## src/rtl/ctech_lib_cdc_toggle_tx.sv

```systemverilog
// ctech_lib_cdc_toggle_tx
//   Source side of a toggle-handshake clock-domain crossing. A word offered
//   on in_valid/in_data is captured onto tx_data. One cycle later tx_req
//   toggles. The transfer completes once the synchronised tx_ack matches
//   tx_req. tx_data stays stable from capture until completion, so the
//   destination may sample it after it sees the req toggle.
//
// Parameters
//   WIDTH          data word width
//   SYNC_STAGES    tx_ack synchroniser depth, 2..4
//   TIMEOUT_CYCLES WAIT_ACK cycle limit (timeout build only)
//
// Ports
//   clk, rst       source clock, synchronous active-high reset
//   in_valid/in_data/in_ready   source-side valid/ready word input
//   tx_data, tx_req             held data bus and toggle request to dest
//   tx_ack                      toggle acknowledge from dest (asynchronous)
//   done                        one-cycle pulse on transfer completion
//   timeout_err                 sticky WAIT_ACK timeout flag (timeout build)
//
// Build option
//   CTECH_LIB_CDC_TOGGLE_TX_TIMEOUT_EN : adds the WAIT_ACK cycle counter and
//   the timeout_err port. The transfer is never aborted by a timeout.

module ctech_lib_cdc_toggle_tx #(
  parameter int WIDTH          = 1,
  parameter int SYNC_STAGES    = 3,
  parameter int TIMEOUT_CYCLES = 1023
) (
  input  logic             clk,
  input  logic             rst,
  input  logic             in_valid,
  input  logic [WIDTH-1:0] in_data,
  output logic             in_ready,
  output logic [WIDTH-1:0] tx_data,
  output logic             tx_req,
  input  logic             tx_ack,
  output logic             done
`ifdef CTECH_LIB_CDC_TOGGLE_TX_TIMEOUT_EN
  ,
  output logic             timeout_err
`endif
);

  if (SYNC_STAGES < 2 || SYNC_STAGES > 4) begin : g_bad_sync
    $error("SYNC_STAGES must be in 2..4");
  end
  if (TIMEOUT_CYCLES < 1) begin : g_bad_timeout
    $error("TIMEOUT_CYCLES must be at least 1");
  end

  typedef enum logic [1:0] {IDLE, SETUP, WAIT_ACK} state_t;

  state_t                 r_state, w_state_n;
  logic [SYNC_STAGES-1:0] r_sync;
  logic                   r_tx_req, w_tx_req_n;
  logic [WIDTH-1:0]       r_tx_data;
  logic                   w_ack_s, w_ready, w_load, w_done;

  // tx_ack is only ever observed through this chain.
  always_ff @(posedge clk) begin
    if (rst) r_sync <= '0;
    else     r_sync <= {r_sync[SYNC_STAGES-2:0], tx_ack};
  end

  assign w_ack_s = r_sync[SYNC_STAGES-1];

  // A mismatch in IDLE is a stale ack from before a reset. No new word is
  // taken until the destination side settles back to our req level.
  assign w_ready = !rst && (r_state == IDLE) && (w_ack_s == r_tx_req);

  always_comb begin
    w_state_n  = r_state;
    w_tx_req_n = r_tx_req;
    w_load     = 1'b0;
    w_done     = 1'b0;
    case (r_state)
      IDLE: begin
        if (in_valid && w_ready) begin
          w_load    = 1'b1;
          w_state_n = SETUP;
        end
      end
      // Data went out on the previous edge. The toggle follows one cycle
      // later so the bus settles before the request.
      SETUP: begin
        w_tx_req_n = ~r_tx_req;
        w_state_n  = WAIT_ACK;
      end
      WAIT_ACK: begin
        if (w_ack_s == r_tx_req) begin
          w_done    = 1'b1;
          w_state_n = IDLE;
        end
      end
      default: w_state_n = IDLE;
    endcase
  end

  always_ff @(posedge clk) begin
    if (rst) begin
      r_state   <= IDLE;
      r_tx_req  <= 1'b0;
      r_tx_data <= '0;
    end else begin
      r_state  <= w_state_n;
      r_tx_req <= w_tx_req_n;
      if (w_load) r_tx_data <= in_data;
    end
  end

  assign in_ready = w_ready;
  assign tx_data  = r_tx_data;
  assign tx_req   = r_tx_req;
  // A reset cycle aborts the transfer, so it must not report completion.
  assign done     = w_done && !rst;

`ifdef CTECH_LIB_CDC_TOGGLE_TX_TIMEOUT_EN
  localparam int               CW     = $clog2(TIMEOUT_CYCLES + 1);
  localparam logic [CW-1:0]    TO_MAX = CW'(TIMEOUT_CYCLES);

  logic [CW-1:0] r_to_cnt, w_to_cnt_n;
  logic          r_to_err;

  // The count includes the current cycle: it is 1 in the first WAIT_ACK
  // cycle. It saturates at the limit and drops to 0 outside WAIT_ACK.
  always_comb begin
    w_to_cnt_n = '0;
    if (w_state_n == WAIT_ACK) begin
      if (r_state != WAIT_ACK)  w_to_cnt_n = CW'(1);
      else if (r_to_cnt != TO_MAX) w_to_cnt_n = r_to_cnt + 1'b1;
      else                      w_to_cnt_n = r_to_cnt;
    end
  end

  always_ff @(posedge clk) begin
    if (rst) begin
      r_to_cnt <= '0;
      r_to_err <= 1'b0;
    end else begin
      r_to_cnt <= w_to_cnt_n;
      if (w_state_n == WAIT_ACK && w_to_cnt_n == TO_MAX) r_to_err <= 1'b1;
    end
  end

  assign timeout_err = r_to_err;
`endif

endmodule
```

## config.mk

```make
export PLATFORM = sky130hd
export DESIGN_NAME = ctech_lib_cdc_toggle_tx
export DESIGN_NICKNAME = d
export VERILOG_FILES = /design/src/rtl/ctech_lib_cdc_toggle_tx.sv
export SDC_FILE = /design/constraint.sdc
export NUM_CORES = 1
export LEC_CHECK = 0
export CORE_AREA = 2 2 39 41
export CTS_BUF_LIST = sky130_fd_sc_hd__clkbuf_16
export CTS_CLUSTER_DIAMETER = 200
export DETAILED_ROUTE_END_ITERATION = 7
export DIE_AREA = 0 0 41 43
export PLACE_DENSITY = 0.38
export SYNTH_ARGS = -nofsm -noshare
export SYNTH_HDL_FRONTEND = slang
export SYNTH_SLANG_ARGS = --single-unit
export TNS_END_PERCENT = 20
```

## constraint.sdc

```tcl
create_clock -name clk -period 2.7 [get_ports clk]
set_input_delay 0.54 -clock clk [delete_from_list [all_inputs] [get_ports clk]]
set_output_delay 0.54 -clock clk [all_outputs]
set_load 0.05 [all_outputs]
```

After elaboration in Yosys (flattened, before gate mapping)
Cells that the tools add are included.
{ "classes": {"bitwise_logic": 1, "reduce_logical": 7, "mux": 7, "eq_ne": 5} }
{ "ops": {"columns": ["op", "count"], "rows": [
  ["$pmux W2 S3", 1],
  ["$logic_and A1 B1 Y1", 4],
  ["$mux W1", 4],
  ["$mux W2", 2],
  ["$eq A2 B1 Y1 const B", 1],
  ["$eq A2 B2 Y1 const B", 1],
  ["$logic_not A2 Y1", 1],
  ["$ne A2 B1 Y1 const B", 1],
  ["$ne A2 B2 Y1 const B", 1],
  ["$reduce_and A2 Y1", 1],
  ["$eq A1 B1 Y1", 1],
  ["$logic_not A1 Y1", 1],
  ["$not A1 Y1", 1]
]} }
{ "word_totals": {"in_bits": 5, "output_inout_bits": 4, "register_bits": 7} }

Logic depth before layout (Yosys ltp)
Gate-level depths: netlist of the first run.
{ "depth": {"word_depth": 6, "ltp_mapped": 3} }

Least setup slack after synthesis of the first run
OpenSTA, ideal clock, no wires.
{ "synth_timing": {"path_kind": "flip-flop to output port", "from": "reg r_tx_req, in the netlist tx_req", "to": "out done", "slack_ps": 321, "path_stages_with_launch": 4, "t_arrival_ps": 1839, "path_buffers": 0, "required_ps": 2160, "path_cell_list": "dfxtp_1 xor2_1 or3_4 nor2_1"} }
{ "synth_between": {"elab_chain_len": 4} }
{ "synth_lines": {"columns": ["item", "line_no", "text"], "rows": [
  ["from (decl)", "56", "logic r_tx_req, w_tx_req_n;"],
  ["from (signal assigned)", "107", "r_tx_req <= w_tx_req_n;"],
  ["$eq A1 B1 Y1", "91", "if (w_ack_s == r_tx_req) begin"],
  ["$mux W1", "91", null],
  ["$mux W1", "77", "case (r_state)"],
  ["$logic_and A1 B1 Y1", "116", "assign done = w_done && !rst;"],
  ["to (decl)", "38", "output logic done"]
]} }
Every way passes these cells.

Worst setup path in the final report of the first run
{ "layout_timing": {"from": "in rst", "to": "out in_ready"} }
{ "layout_between": {"elab_chain_len": 3} }
{ "layout_lines": {"columns": ["item", "line_no", "text"], "rows": [
  ["from (decl)", "31", "input logic rst,"],
  ["$logic_not A1 Y1", "70", "assign w_ready = !rst && (r_state == IDLE) && (w_ack_s == r_tx_req);"],
  ["$logic_and A1 B1 Y1 (2 in series)", "70", null],
  ["to (decl)", "34", "output logic in_ready,"]
]} }
Every way passes these cells.

==> results of run 1 <==
[metal layers]
metal,up-vias,track usage,routed length (um)
met4,0,0.0800,0
li1,113,-,-
met1,102,0.0684,210
met3,0,0.0314,20
met5,-,0,0
met2,3,0.100,267
[sequential cells by signal (all words and copies together), names as in the netlist]
name,flops
tx_req,1
tx_data,1
r_sync,3
r_state,2
[synth_stat cells]
master,instances,area share
dfxtp_1,7,0.54
inv_1,3,0.044
nor2_1,3,0.044
nor2b_1,3,0.073
a21oi_1,2,0.039
nand2b_1,2,0.049
nand2_1,1,0.015
nand3b_1,1,0.029
o311ai_0,1,0.034
o31ai_1,1,0.029
or2_1,1,0.024
or3_4,1,0.044
xor2_1,1,0.034
[kinds of logic after synthesis]
group	synth area share
and+or+nand+nor	0.277
xor gates and xnor gates	0.0340
AOI/OAI and AO/OA	0.102
buffers and inverters	0.0437
DFF	0.544
[metrics by stage]
stage                     power (mW)  hold slack [ns]
after CTS                      0.425            0.432
final                          0.418            0.431
after global placement         0.173            0.423
after detailed placement       0.173            0.424
after floorplan                0.147            0.414
after global routing           0.436            0.455
[power groups by stage]
stage               Sequential [mW]  Combinational, mW  Clock (mW)
global route                  0.115             0.0603       0.260
detailed placement            0.116             0.0573           0
CTS                           0.115             0.0575       0.253
global placement              0.116             0.0569           0
floorplan                     0.124             0.0225           0
finish                        0.115             0.0571       0.246
[layout make-up]
cell class	count	area (um2)	share of cell area
clock buffers	3	75.1	0.162
multi-input cells	17	106	0.229
repair buffers	9	108	0.232
inverters	3	11.3	0.0243
well taps	16	20.0	0.0431
clock inverters	1	3.75	0.00809
flip-flops and latches	7	140	0.302
[final timing paths]
kind / startpoint / to / slack, ns / depth (start not counted)
max: rst / in_ready / 0.44 / 4
min: r_sync[1] / r_sync[2] / 0.43 / 1
max reg2reg: tx_req / tx_data / 1.47 / 3
min reg2reg: r_sync[1] / r_sync[2] / 0.43 / 1
==> results.md, run 1 <==
* Status: finished clean
* Via count at approximately 220
* Pre-CTS setup slack at around 0.43 ns
* Critical Path RT at 2.16 ns
* Worst VDD drop at around 370 uV
* GPL Wtd Cong at 0.684
* Final hold violation count at 0
* Placed Cells incl. Taps at between 50 and 60
* Initial antenna violation count at 0
* Yosys cell types at 13
* PD cells at approximately 900 nW/um2
* Site Rows at 14
* Commonest non-fill, non-tap cells in the layout: 7 x dfxtp_1, 6 x clkdlybuf4s50_1, 4 x inv_1
* Seq/Total Area, Yosys at 0.544
* Crit-path max cell delay at 0.42 ns
* WS Path Type: input port to output pin
* Core Region at 1380 um2
* Core Util, Final at 0.335
* Ys Warns at 0
* Unrepaired setup endpoints after global routing: no
* Area growth syn-to-layout at 80.1%
* Post-CTS sizing at 0
* Via-to-Cell Ratio at 3.89
* WL final at around 500 um
* Int Pwr at around 0.33 mW
* Final worst slack at about 0.44 ns
* Nets at 46
* CP top delay family: simple AND/OR/NAND/NOR gates
* Max-slew headroom at 0.668
* Worst setup EP type: output pin
* Mapped Cells at 27
* Share of cells above drive strength 1 at 0.175
* Total track usage at 0.0716
* Max clock buf depth at 2
* Layout Cells excl Fill at 56
* Drt pass-1 iters at 2
* H-tree lvl count at 1
* DRT antenna net count at 0
* Switch Pwr at 0.0884 mW
* Final Cell Area at 464 um2
* GRT overflow at 0
* Initial Util at 0.186
* Die ar. at between 1500 and 2000 um2
* Antenna fix cells at 0
* Crit path buffers/inverters at 2
* Most common cell after layout, fill and taps aside: dfxtp_1
* Worst-skew pair later-pin latency at 0.23 ns
* Clock transition at path regs at 0.04 ns
* Vias in the first global route at between 150 and 200
* Largest net degree at the start of global routing at 7
* Total CTS buffers at 3
* Register share of total power at 0.274
* CP cell instances: clkdlybuf4s50_1 -> or3_4 -> nor2_1 -> buf_12
* Logic pwr share at 0.137
* Syn Std Cell Area at approximately 260 um2
* Switching Share at 0.211
* Area after DPL at between 300 and 400 um2
* Final HPWL DP at approximately 360 um
* Synth Net Count at 32
* Avg Synthesized Cell Area at between 9 and 10 um2
* Max-Cap Viols at 0
* Clock Skew at around 0.00065 ns
* Final Cycle Share at 0.838
* Top Ports at 9
* Power share of the clock group at 0.589
* Fill count at 145
* Endpoints failing setup at 0
* CTS Sinks at 7
* Final Critical Period at 2.26 ns
* Setup_tns at 0 ns
* Die H at approximately 43 um
* Die Wd at 41 um
* Number of remaining DRC errors at 0
* Crit path max fanout at 4
* Setup bufs post-CTS at 0
* Seq cells post-synth at 7
* Hold-fix buffers at CTS at 0
* Slew Viols, Final at 0
* CTS tree: done
* Worst-margin pin slew at 0.497 ns
* Worst path arrival time at around 1.7 ns
* Fmax at between 400 and 500 MHz
* 1st-iter DRT viols at 1
* Root Buffer: clkbuf_16
* First-pass GRT wire length at between 700 and 800 um
* PortBufs at 8
* Startpoint Class: input port
* Routed len/inst at just under 9 um
* Leak at around 0.19 nW
* Slowest stage cell, crit path: clkdlybuf4s50_1
* Hold Crit Class: flop to flop
No activity file was read; power rests on OpenSTA's default activity.
==> inputs of run 2 (changes only) <==
Clock period 2.7 ns to 2.3 ns, I/O delays scaled along.
==> results.md, run 2 (synthesis gave the netlist of run 1 again) <==
* Final Cycle Share at 0.907
* Post-CTS sizing at 0 (unchanged)
* Switch Pwr at 0.103 mW (+17%)
* CTS Sinks at 7 (unchanged)
* Placed Cells incl. Taps at 52 (unchanged)
* Endpoints failing setup at 0 (unchanged)
* Nets at 46 (unchanged)
* Final Critical Period at between 2 and 2.5 ns
* Worst setup EP type: output pin
* Register share of total power at 0.275 (about the same)
* H-tree lvl count at 1 (unchanged)
* Final Cell Area at 464 um2 (unchanged)
* First-pass GRT wire length at 862 um (+14%)
* Vias in the first global route at 217 (+9.0%)
* CP cell instances: clkdlybuf4s50_1 -> or3_4 -> nor2_1 -> buf_12
* Hold Crit Class: flop to flop
* Core Region at 1380 um2 (unchanged)
* Pre-CTS setup slack at 0.202 ns (-0.227 ns)
* Die Wd at 41 um (unchanged)
* Site Rows at 14 (unchanged)
* Number of remaining DRC errors at 0 (unchanged)
* Logic pwr share at 0.136 (about the same)
* Largest net degree at the start of global routing at 7 (unchanged)
* Routed len/inst at 8.77 um (-1.4%)
* Layout Cells excl Fill at 56 (unchanged)
* Final hold violation count at 0 (unchanged)
* Worst VDD drop at 434 uV (+17%)
* Via-to-Cell Ratio at 3.96 (+1.8%)
* Worst-margin pin slew at 0.491 ns (-0.00626 ns)
* Fmax at approximately 480 MHz
* Top Ports at 9 (unchanged)
* Setup bufs post-CTS at 0 (unchanged)
* WL final at 491 um (-1.4%)
* Total CTS buffers at 3 (unchanged)
* Tot Pwr at 0.490 mW (+17%)
* Most flop-heavy register: r_sync
* DRT antenna net count at 0 (unchanged)
* Leak at 0.194 nW (unchanged)
* WS Path Type: input port to output pin
* Most common cell after layout, fill and taps aside: dfxtp_1
* Die H at 43 um (unchanged)
* Setup_tns at 0 ns (unchanged)
* Commonest non-fill, non-tap cells in the layout: 7 x dfxtp_1, 6 x clkdlybuf4s50_1, 4 x inv_1
* Core Util, Final at 0.335 (unchanged)
* Unrepaired setup endpoints after global routing: no
* Share of cells above drive strength 1 at 0.175 (unchanged)
* Drt pass-1 iters at 4 (+2)
* Int Pwr at 0.387 mW (+17%)
* GRT overflow at 0 (unchanged)
* Worst-skew pair later-pin latency at 0.23 ns (about the same)
* Max clock buf depth at 2 (unchanged)
* GPL Wtd Cong at 0.735 (+7.4%)
* Max-Cap Viols at 0 (unchanged)
* Clock Skew at 0.00120 ns (+0.000552 ns)
* Antenna fix cells at 0 (unchanged)
* Switching Share at 0.210 (-0.00117)
* Total track usage at 0.0806 (+0.00907)
* Final worst slack at 0.215 ns (-0.224 ns)
* Area growth syn-to-layout at 80.1% (unchanged)
* Crit path max fanout at 4 (unchanged)
* Crit-path max cell delay at 0.42 ns (about the same)
* Critical Path RT at 1.84 ns (-0.32 ns)
* Largest regs: r_sync (3), r_state (2)
* Hold Slack at 0.447 ns (+0.0161 ns)
* Clock transition at path regs at 0.03 ns (about the same)
* 1st-iter DRT viols at 8 (+7)
* Max FFs per register at 3 (unchanged)
* Die ar. at 1760 um2 (unchanged)
* Slowest stage cell, crit path: clkdlybuf4s50_1
* PD cells at 1060 nW/um2 (+17%)
* Initial antenna violation count at 0 (unchanged)
* Status: finished clean
* Final HPWL DP at 354 um (-1.8%)
* Startpoint Class: input port
* Max-slew headroom at 0.672 (+0.00418)
* Worst path arrival time at 1.63 ns (-0.09 ns)
* Power share of the clock group at 0.589 (about the same)
* Via count at 222 (+1.8%)
* Slew Viols, Final at 0 (unchanged)
* PortBufs at 8 (unchanged)
* Initial Util at 0.186 (unchanged)
* Hold-fix buffers at CTS at 0 (unchanged)
* Root Buffer: clkbuf_16
* Area after DPL at 385 um2 (unchanged)
* CTS tree: done
==> run 2: cell counts in the layout (fill, tap and decap cells not counted) <==
Identical to the previous run, type by type.
==> run 2: per-layer routing <==
layer,wire (um),track usage,up-vias
li1,-,-,112
met4,27,0.100,0
met2,240,0.0969,11
met3,46,0.0314,3
met1,177,0.0912,96
met5,0,0,-
==> run 2: area by class of cell <==
class / count / area [um2]
clock buffers: 3 / 75.1
inverters: 3 / 11.3
multi-input cells: 17 / 106
clock inverters: 1 / 3.75
fillers: 131 / 920
repair buffers: 9 / 108
flip-flops and latches: 7 / 140
well taps: 16 / 20.0
==> run 2: critical path, delay by kind of cell <==
kind | cells | cell delay (ns)
buffers and inverters | 2 | 0.59
AND/OR/NAND/NOR | 2 | 0.58
==> run 2: path summary, 6_finish.rpt <==
path / startpoint / endpoint / slack [ns] / cells past startpoint
hold / removal: r_sync[0] / r_sync[1] / 0.45 / 1
hold reg to reg: r_sync[0] / r_sync[1] / 0.45 / 1
setup reg to reg: tx_req / tx_data / 1.11 / 3
setup / recovery: rst / in_ready / 0.21 / 4
==> run 2: power groups by stage <==
stage          clock [mW]  sequential, mW  combinational [mW]
2_1_floorplan           0           0.146              0.0264
3_3_place_gp            0           0.136              0.0668
3_5_place_dp            0           0.136              0.0668
4_1_cts             0.296           0.135              0.0671
5_1_grt             0.305           0.136              0.0704
6_report            0.288           0.135              0.0665
==> inputs of run 3 (changes only) <==
Settings changed: GPL_TIMING_DRIVEN set to 1, TNS_END_PERCENT 20 to 100.
==> results of run 3 <==
Same layout as run 2: the final DEF is identical, and so are final timing and power.
